`config.mk`:
```
export PLATFORM = sky130hd
export DESIGN_NAME = mem_arbiter
export DESIGN_NICKNAME = d
export VERILOG_FILES = /design/src/rtl/mem_arbiter_pkg.sv /design/src/rtl/mem_arbiter_lat_counter.sv /design/src/rtl/mem_arbiter.sv
export SDC_FILE = /design/constraint.sdc
export NUM_CORES = 1
export LEC_CHECK = 0
export CAP_MARGIN = 25
export CORE_ASPECT_RATIO = 0.6
export CORE_UTILIZATION = 24
export DETAILED_ROUTE_END_ITERATION = 10
export GPL_TIMING_DRIVEN = 0
export PLACE_DENSITY_LB_ADDON = 0.3
export SLEW_MARGIN = 30
export SYNTH_ARGS = -nofsm -noshare
export SYNTH_HDL_FRONTEND = slang
export SYNTH_SLANG_ARGS = --single-unit
```
`constraint.sdc`:
```
create_clock -name clk -period 1.8 [get_ports clk]
set_clock_uncertainty 0.1 [all_clocks]
set_input_delay 0.36 -clock clk [delete_from_list [all_inputs] [get_ports clk]]
set_output_delay 0.36 -clock clk [all_outputs]
set_load 0.03 [all_outputs]
```
`src/rtl/mem_arbiter_pkg.sv`:
```
// mem_arbiter_pkg: state/grant encodings and defaults shared by the unified-memory arbiter
package mem_arbiter_pkg;
  typedef enum logic [1:0] {
    IDLE    = 2'd0,
    SERVE_I = 2'd1,
    SERVE_D = 2'd2,
    DONE    = 2'd3
  } state_e;
  typedef enum logic {
    GRANT_I = 1'b0,
    GRANT_D = 1'b1
  } grant_e;
  localparam int DEF_MEM_LAT = 4;
  function automatic int cnt_width(input int lat);
    return (lat > 1) ? $clog2(lat) : 1;
  endfunction
endpackage

```
`src/rtl/mem_arbiter_lat_counter.sv`:
```
// arb_lat_counter: loadable down-counter that stops at zero and flags it
module arb_lat_counter #(
  parameter int W = 2
) (
  input  logic         clk,
  input  logic         rst_n,
  input  logic         load,
  input  logic [W-1:0] load_val,
  input  logic         en,
  output logic         zero
);
  logic [W-1:0] cnt_q, cnt_d;
  always_comb cnt_d = load ? load_val : (en && cnt_q != '0) ? cnt_q - W'(1) : cnt_q;
  always_ff @(posedge clk or negedge rst_n)
    if (!rst_n) cnt_q <= '0;
    else cnt_q <= cnt_d;
  assign zero = (cnt_q == '0);
endmodule

```
`src/rtl/mem_arbiter.sv`:
```
// mem_arbiter: round-robin arbiter giving fetch and load/store ports
// turns on one shared fixed-latency single-ported memory
module mem_arbiter
  import mem_arbiter_pkg::*;
#(
  parameter int ADDR_W  = 16,
  parameter int DATA_W  = 16,
  parameter int MEM_LAT = DEF_MEM_LAT
) (
  input  logic              clk,
  input  logic              rst_n,
  input  logic              i_req,
  input  logic [ADDR_W-1:0] i_addr,
  output logic              i_rdy,
  output logic [DATA_W-1:0] i_data,
  input  logic              d_req,
  input  logic              d_we,
  input  logic [ADDR_W-1:0] d_addr,
  input  logic [DATA_W-1:0] d_wdata,
  output logic              d_rdy,
  output logic [DATA_W-1:0] d_rdata,
  output logic              mem_en,
  output logic              mem_we,
  output logic [ADDR_W-1:0] mem_addr,
  output logic [DATA_W-1:0] mem_wdata,
  input  logic [DATA_W-1:0] mem_rdata,
  output logic              busy
);
  localparam int CW = cnt_width(MEM_LAT);
  state_e            state_q, state_d;
  grant_e            last_grant_q, last_grant_d, gnt;
  logic [ADDR_W-1:0] mem_addr_q, mem_addr_d;
  logic [DATA_W-1:0] mem_wdata_q, mem_wdata_d;
  logic [DATA_W-1:0] i_data_q, i_data_d, d_rdata_q, d_rdata_d;
  logic              we_q, we_d, serving, cnt_load, cnt_zero;
  assign serving = (state_q == SERVE_I) || (state_q == SERVE_D);
  // on a tie the port that did not win last time goes first
  assign gnt = (d_req && (!i_req || last_grant_q == GRANT_I)) ? GRANT_D : GRANT_I;
  always_comb begin
    state_d      = state_q;
    last_grant_d = last_grant_q;
    mem_addr_d   = mem_addr_q;
    mem_wdata_d  = mem_wdata_q;
    we_d         = we_q;
    i_data_d     = i_data_q;
    d_rdata_d    = d_rdata_q;
    cnt_load     = 1'b0;
    case (state_q)
      IDLE: if (i_req || d_req) begin
        cnt_load     = 1'b1;
        last_grant_d = gnt;
        state_d      = (gnt == GRANT_D) ? SERVE_D : SERVE_I;
        mem_addr_d   = (gnt == GRANT_D) ? d_addr : i_addr;
        mem_wdata_d  = (gnt == GRANT_D) ? d_wdata : mem_wdata_q;
        we_d         = (gnt == GRANT_D) && d_we;
      end
      SERVE_I: if (cnt_zero) begin
        state_d  = DONE;
        i_data_d = mem_rdata;
      end
      SERVE_D: if (cnt_zero) begin
        state_d   = DONE;
        d_rdata_d = we_q ? d_rdata_q : mem_rdata;
      end
      DONE: state_d = IDLE;
      default: state_d = IDLE;
    endcase
  end
  always_ff @(posedge clk or negedge rst_n)
    if (!rst_n) begin
      state_q      <= IDLE;
      last_grant_q <= GRANT_I;
      mem_addr_q   <= '0;
      mem_wdata_q  <= '0;
      we_q         <= 1'b0;
      i_data_q     <= '0;
      d_rdata_q    <= '0;
    end else begin
      state_q      <= state_d;
      last_grant_q <= last_grant_d;
      mem_addr_q   <= mem_addr_d;
      mem_wdata_q  <= mem_wdata_d;
      we_q         <= we_d;
      i_data_q     <= i_data_d;
      d_rdata_q    <= d_rdata_d;
    end
  arb_lat_counter #(.W(CW)) u_cnt (
    .clk      (clk),
    .rst_n    (rst_n),
    .load     (cnt_load),
    .load_val (CW'(MEM_LAT - 1)),
    .en       (serving),
    .zero     (cnt_zero)
  );
  assign mem_en    = serving;
  assign busy      = serving;
  assign mem_we    = we_q && serving;
  assign mem_addr  = mem_addr_q;
  assign mem_wdata = mem_wdata_q;
  assign i_rdy     = (state_q == DONE) && (last_grant_q == GRANT_I);
  assign d_rdy     = (state_q == DONE) && (last_grant_q == GRANT_D);
  assign i_data    = i_data_q;
  assign d_rdata   = d_rdata_q;
endmodule

```
; ---- Word level (Yosys, flattened, before mapping)
; Cells that the tools add are included.
[op_classes]
n_addsub = 1
n_eq_ne = 5
muxes = 10
bitwise_logic = 2
n_reduce_logical = 20
[op_table]
columns = op, n
row1 = $mux 16, 1
row2 = $mux 2, 5
row3 = $logic_and 1x1->1, 6
row4 = $pmux 2 s3, 1
row5 = $reduce_and 2->1, 3
row6 = $reduce_and 3->1, 2
row7 = $eq 2x2->1 const B, 2
row8 = $logic_not 2->1, 2
row9 = $reduce_bool 2->1, 2
row10 = $logic_or 1x1->1, 3
row11 = $mux 1, 3
row12 = $eq 2x1->1 const B, 1
row13 = $ne 2x1->1 const B, 1
row14 = $ne 2x2->1 const B, 1
row15 = $not 1->1, 2
row16 = $reduce_or 2->1, 1
row17 = $sub 2x1->2 const B, 1
row18 = $logic_not 1->1, 1
[totals]
reg_bits = 70
in_bits = 69
out_inout_bits = 69
elab_cells = 46

; ---- Depth between registers and ports, before layout
; Gate-level depths: netlist of run 1.
[depth]
word_depth = 7
ltp_mapped = 8
mapped_depth_nobuf = 5

; ---- By module
; From an unflattened synthesis of run 1, not the netlist that was laid out.
[hier_totals]
cells_unflattened = 231
hier_area_um2 = 2975.4
[by_module_without_submodules]
columns = module, n_inst, cells_per_inst, area_each_um2, seq_area_each_um2
row1 = mem_arbiter, 1, 218, 2844.0, 1701.6
row2 = arb_lat_counter, 1, 13, 131.4, 50.0

; ---- Worst setup path before layout of run 1
; No wires, ideal clock.
[synth_path]
path_type = reg-to-output
startpoint = register state_q[1]
endpoint = output port mem_we
t_arrival_ns = 1.311
t_required_ns = 1.340
setup_slack_ns = 0.029
path_stages_with_launch = 4
n_path_buf = 0
path_cell_list = dfrtp_1 -> inv_1 -> ha_1 -> and2_1
[synth_between]
elab_chain_cells = 3
word_cells_on_any_way = 4
cone_classes = 2 x eq/ne / 2 x reduce/logical
[synth_lines]
columns = item, line
row1 = "start, declared", mem_arbiter.sv:30  ; state_e state_q, state_d;
row2 = "start signal, assigned", mem_arbiter.sv:79  ; state_q <= state_d;
row3 = $eq 2x1->1 or $eq 2x2->1 (tied branches), mem_arbiter.sv:36  ; assign serving = (state_q == SERVE_I) || (state_q == SERVE_D);
row4 = $logic_or 1x1->1 (*), mem_arbiter.sv:36
row5 = via busy, mem_arbiter.sv:27  ; output logic busy
row6 = $logic_and 1x1->1 (*), mem_arbiter.sv:97  ; assign mem_we = we_q && serving;
row7 = "end, declared", mem_arbiter.sv:23  ; output logic mem_we,
; The timed path passes the listed nets; every way through them passes the cells marked *.

; ---- Worst setup path after layout of run 1
[layout_path]
startpoint = register state_q[0]
endpoint = output port mem_we
[layout_between]
elab_chain_cells = 3
word_cells_on_any_way = 4
cone_classes = 2 x eq/ne / 2 x reduce/logical
[layout_lines]
columns = item, line
row1 = $eq 2x1->1 or $eq 2x2->1 (tied branches), mem_arbiter.sv:36
row2 = $logic_or 1x1->1 (*), mem_arbiter.sv:36
row3 = $logic_and 1x1->1 (*), mem_arbiter.sv:97
; Mark *: on every way between the ends. The rest lies on a longest branch, timed or not.

==> out/results.tsv, run 1 <==
metric	value	unit
total wire length	7.76	mm
Starting Density	0.254	
Crit-path slowest cell	dfrtp_1	
CP arrival	1.35	ns
Synthesized Nets	305	
Cell Rows	30	
PwrDens	1990	nW/um^2
Worst slew margin	0.734	
Hold Violations, Final	0	
Cell Area, Synth	2950	um^2
Worst Path Buf+Inv	2	
max incr delay on CP	0.40	ns
CTS tree	yes	
count leader, synth	dfrtp_1	
Die Width	145	um
DP Area	4530	um^2
Final Power	9.76	mW
WP data required	1.34	ns
post-synth top area share	0.593	
Crit Path Category	flip-flop to output port	
Final #Nets	461	
DR WL/cell	14.1	um
first-pass iteration count of the detailed router	4	
total clock sinks	70	
Startpoint Class	flip-flop	
IO buf count	136	
vias per cell	4.20	
drt first-iter violations	72	
non-filler cells, final	552	
layout cells sized above 1	0.265	
Avg Cell Area, Syn	12.8	um^2
initial antenna violation count	0	
Max Transition Viols Final	0	
via count	2317	
Max IR drop VDD	0.000789	V
Synth Instances	231	
Pleak	2.23	nW
cell family with most CP delay	flip-flops	
core area	11600	um^2
synthesis-to-finish area growth	66.4	%
Final period util	1.01	
first-pass GRT wire length	12.8	mm
Netlist cell types	30	
Final min period	1.81	ns
Async S/R FF share, synth	1.00	
die area	12800	um^2
Hold Crit Class	primary input to flip-flop	
slack of the critical path	-0.00929	ns
Post-synth EDFFs	0	
Overall Global Routing Usage	0.131	
buffer depth of the longest clock path	2	
Seq/Total Area, Yosys	0.593	
Setup violations, final	1	
Die H	87.9	um
RSZ-0062 raised after global routing	true	
vias in the first global route	2459	
CTS Buf Count	9	
Synth Register Bits	70	
dominant synthesized flop cell	dfrtp_1	
Post-Place Worst Slack	-0.444	ns
Synth area leader	dfrtp_1	
Final HPWL DP	5.76	mm
worst slew pin tran	0.398	ns
failing checks	setup timing	
Top Ports	138	
CTS root buffer	clkbuf_16	
most frequent cells after synthesis	dfrtp_1, mux2_2, a21oi_1	
status	finished with violations	
R2R setup slack	0.08	ns
cell area after layout	4910	um^2
f_max	0.553	GHz
insertion delay to the later sink of the worst-skew pair	0.32	ns
largest net degree at the start of global routing	42	
number of H-tree levels	3	
endpoint class of the critical path	output port	
DRC violations left	0	
Antenna Nets Post-Route	0	
crit-path max FO	4	
Area contributors post-synth	dfrtp_1, mux2_2, a21oi_1	
CP cell instances	inv_2, ha_4, and2_4, buf_6	
global placement routability congestion	0.726	
Max Cap Violations	0	
gr ovfl total	0	
Synth Warn #	0	
post-layout util	0.422	
Antenna diodes	0	
Inst Count DP	528	
Reg clk slew, reported paths	0.05	ns
## area by class of cell
cell class	instances	area, um^2
Multi-Input combinational cell	143	1160
Fill cell	1140	6720
Sequential cell	70	1750
Clock inverter	6	85.1
Inverter	6	22.5
Clock buffer	10	239
Tap cell	160	200
Timing Repair Buffer	146	1380
Buffer	11	71.3
## placed cells by master (no fill, tap or decap), types with 2 or more instances in the layout
| master | Yosys | layout |
|---|---|---|
| a21oi_1 | 34 | 34 |
| and2_4 | 0 | 2 |
| buf_2 | 9 | 5 |
| buf_4 | 1 | 11 |
| buf_6 | 1 | 7 |
| bufinv_16 | 0 | 2 |
| clkbuf_16 | 0 | 9 |
| clkdlybuf4s50_1 | 0 | 65 |
| clkinv_2 | 0 | 2 |
| clkinvlp_4 | 0 | 2 |
| dfrtp_1 | 70 | 70 |
| dlygate4sd2_1 | 0 | 64 |
| ha_1 | 5 | 3 |
| ha_4 | 0 | 2 |
| inv_1 | 6 | 4 |
| inv_2 | 0 | 2 |
| mux2_2 | 39 | 39 |
| mux2_4 | 9 | 9 |
| nand2_1 | 20 | 19 |
| nand2_4 | 1 | 2 |
| nor2_1 | 17 | 17 |
## routing by layer
| layer | track usage | up-vias | share of wire | routed length [um] |
|---|---|---|---|---|
| met1 | 0.167 | 1105 | 0.49 | 3790 |
| li1 | - | 1108 | - | - |
| met2 | 0.195 | 97 | 0.41 | 3180 |
| met4 | 0.0488 | 0 | 0.012 | 95 |
| met3 | 0.0630 | 7 | 0.089 | 693 |
| met5 | 0 | - | 0 | 0 |
## path summary, 6_finish.rpt
| check | from | cells past startpoint | to |
|---|---|---|---|
| max | state_q[0] | 4 | mem_we |
| min | i_req | 4 | state_q[1] |
| max reg2reg | state_q[0] | 5 | i_data[4] |
| min reg2reg | i_data[14] | 1 | i_data[14] |
| max in group asynchronous | rst_n | 3 | mem_wdata[5] |
| min in group asynchronous | rst_n | 2 | d_rdata[3] |
## state kept, by name, indices dropped and copies added (netlist names)
register and count:
d_rdata 16, i_data 16, last_grant_q 1, mem_addr 16, mem_wdata 16, state_q 2
u_cnt.cnt_q 2, we_q 1
## through the flow
| step | TNS, ns | hold WS (ns) |
|---|---|---|
| 4_1_cts | -0.125 | 0.311 |
| 3_3_place_gp | -167.95 | 0.387 |
| 6_report | -0.00929 | 0.337 |
| 5_1_grt | -0.118 | 0.350 |
| 2_1_floorplan | 0 | -0.0356 |
| 3_5_place_dp | -15.29 | 0.220 |
## cells by family after synthesis
| family | count (synthesis) | synth area share |
|---|---|---|
| XOR/XNOR | 1 | 0.00297 |
| multiplexers | 48 | 0.194 |
| buffers and inverters | 18 | 0.0305 |
| flip-flops | 70 | 0.593 |
| adder cells (fa/ha/maj) | 5 | 0.0212 |
| AND/OR/NAND/NOR | 45 | 0.0682 |
| AO/OA/AOI/OAI | 44 | 0.0894 |
## worst register-to-register path, delay by kind of cell, from the launching register on
kind                       cells  cell delay [ns]
adders and majority gates      1             0.21
DFF                            1             0.42
muxes                          1             0.36
buffers and inverters          2             0.37
and+or+nand+nor                1             0.15
## what timing repair did
action	CTS	global route
resized for setup	105	13
hold endpoints to repair	29	0
pin swaps	2	2
buffers inserted	7	1
hold buffers	1	0
cloned	0	0
setup endpoints to repair	113	26
## power breakdown
group / switching (mW) / internal [mW] / total, mW
Clock: 0.660 / 1.24 / 1.90
Combinational: 2.96 / 2.10 / 5.06
Sequential: 0.412 / 2.39 / 2.80
No activity file was read; power rests on OpenSTA's default activity.
==> run 2, diff against run 1 <==
==> constraint.sdc (replaced) <==
create_clock -name clk -period 1.8 [get_ports clk]
set_clock_uncertainty 0.1 [all_clocks]
set_input_delay 0.54 -clock clk [delete_from_list [all_inputs] [get_ports clk]]
set_output_delay 0.54 -clock clk [all_outputs]
set_load 0.03 [all_outputs]
==> run 2 against run 1 <==
The flow still finishes with violations (setup timing). Critical path depth stayed put. Cell count is 0.36% higher. Fmax is 9.1% lower. Clock power hardly changed. Critical endpoint unchanged.
==> out/results.tsv, run 2 (synthesized netlist as in run 1, its figures left out) <==
metric	value	unit	change
grt met2 use	0.197		+0.00219
Overall Global Routing Usage	0.135		+0.00311
Final HPWL DP	5.83	mm	+1.3%
commonest non-fill, non-tap cells in the layout	dfrtp_1, clkdlybuf4s50_1, dlygate4sd2_1		
IO buf count	136		unchanged
Final min period	1.99	ns	+0.182 ns
Crit Path Category	flip-flop to output port		
DR WL/cell	14.3	um	+1.9%
RSZ-0062 raised after global routing	true		
CTS root buffer	clkbuf_16		
CTS tree	yes		
synthesis-to-finish area growth	66.1	%	
Worst Path Buf+Inv	2		unchanged
Max IR drop VDD	0.000686	V	-13%
DRC violations left	0		unchanged
vias per cell	4.34		+3.3%
vias in the first global route	2584		+5.1%
met1 usage	0.173		+0.00576
f_max	0.502	GHz	-9.1%
first-pass GRT wire length	13.1	mm	+2.7%
WP data required	1.16	ns	-0.18 ns
PwrDens	2000	nW/um^2	+0.60%
max incr delay on CP	0.41	ns	about the same
commonest non-fill, non-tap cell in the layout	dfrtp_1		
global placement routability congestion	0.746		+2.8%
Die Width	145	um	unchanged
worst slew pin tran	0.501	ns	+0.103 ns
Antenna diodes	0		unchanged
crit-path max FO	5		+1
buffer depth of the longest clock path	2		unchanged
Reg clk slew, reported paths	0.06	ns	about the same
Startpoint Class	flip-flop		
gr ovfl total	0		unchanged
Max Cap Violations	0		unchanged
fillers	1118		-1.9%
CP cell instances	inv_2, ha_4, and2_4, buf_6		
Max Transition Viols Final	0		unchanged
Die H	87.9	um	unchanged
Pleak	2.23	nW	about the same
Final #Nets	463		+0.43%
Top Ports	138		unchanged
drt first-iter violations	58		-19%
slack of the critical path	-0.191	ns	-0.182 ns
Starting Density	0.254		unchanged
total wire length	7.94	mm	+2.3%
via count	2402		+3.7%
die area	12800	um^2	unchanged
M3 GR Usage	0.0667		+0.00365
Final period util	1.11		+0.101
Fin Hold WS	0.0718	ns	-0.265 ns
Hold Crit Class	primary input to asynchronous set/reset pin		
first-pass iteration count of the detailed router	4		unchanged
largest net degree at the start of global routing	39		-7.1%
Worst slew margin	0.666		-0.0683
Hold Violations, Final	0		unchanged
Setup violations, final	5		+4
Crit-path slowest cell	dfrtp_1		
core area	11600	um^2	unchanged
initial antenna violation count	0		unchanged
setup_tns	-0.901	ns	-0.892 ns
number of H-tree levels	3		unchanged
post-layout util	0.422		-0.000753
total clock sinks	70		unchanged
insertion delay to the later sink of the worst-skew pair	0.33	ns	about the same
busiest grt layer	met2		
layout cells sized above 1	0.266		+0.00119
status	finished with violations		
endpoint class of the critical path	output port		
cell family with most CP delay	flip-flops		
CTS Buf Count	9		unchanged
failing checks	setup timing		
CP arrival	1.35	ns	about the same
Antenna Nets Post-Route	0		unchanged
Cell Rows	30		unchanged
Post-Place Worst Slack	-0.651	ns	-0.206 ns
[run 2: repair_timing]
action	4_1_cts	5_1_grt
hold buffers	0	0
buffers inserted	9	2
pin swaps	1	1
endpoints found under the setup margin	121	18
gates resized for setup	105	12
endpoints found under the hold margin	0	0
[run 2: path summary, 6_finish.rpt]
check                           slack [ns]       endpoint  startpoint  depth (start not counted)
min in group clk                      0.40      i_data[8]   i_data[8]                          1
worst max register to register        0.08     state_q[1]  state_q[0]                          5
max in group asynchronous             0.96  mem_wdata[15]       rst_n                          2
worst min register to register        0.40      i_data[8]   i_data[8]                          1
worst min-delay path                  0.07   mem_addr[11]       rst_n                          1
worst max-delay path                 -0.19         mem_we  state_q[1]                          4
[run 2: layout make-up]
cell class              instances  area [um^2]  area share
multi-input cells             143         1150       0.234
plain buffers                  11         78.8      0.0161
well taps                     160          200      0.0408
clock inverters                 6         86.3      0.0176
clock buffers                  10          229      0.0467
repair buffers                148         1390       0.283
flip-flops and latches         70         1750       0.357
inverters                       6         22.5     0.00459
[run 2: metrics by stage]
step                      std cells  area (um^2)  power (mW)
final                           554         4910        9.81
after global routing            554         4910        10.4
after CTS                       552         4850        9.81
after detailed placement        528         4540        8.24
after global placement          527         4520        8.12
after floorplan                 231         2960        5.99
[run 2: layer usage]
| layer | up-vias | wire (um) | share of wire |
|---|---|---|---|
| met5 | - | 0 | 0 |
| li1 | 1120 | - | - |
| met2 | 111 | 3200 | 0.40 |
| met1 | 1161 | 3810 | 0.48 |
| met3 | 10 | 828 | 0.10 |
| met4 | 0 | 96 | 0.012 |
[run 2: power by group]
group	switching (mW)	internal [mW]	total, mW	leakage, nW
logic	3.00	2.16	5.15	1.26
registers	0.396	2.39	2.78	0.812
clock network	0.657	1.21	1.87	0.152
total	4.05	5.76	9.81	2.23
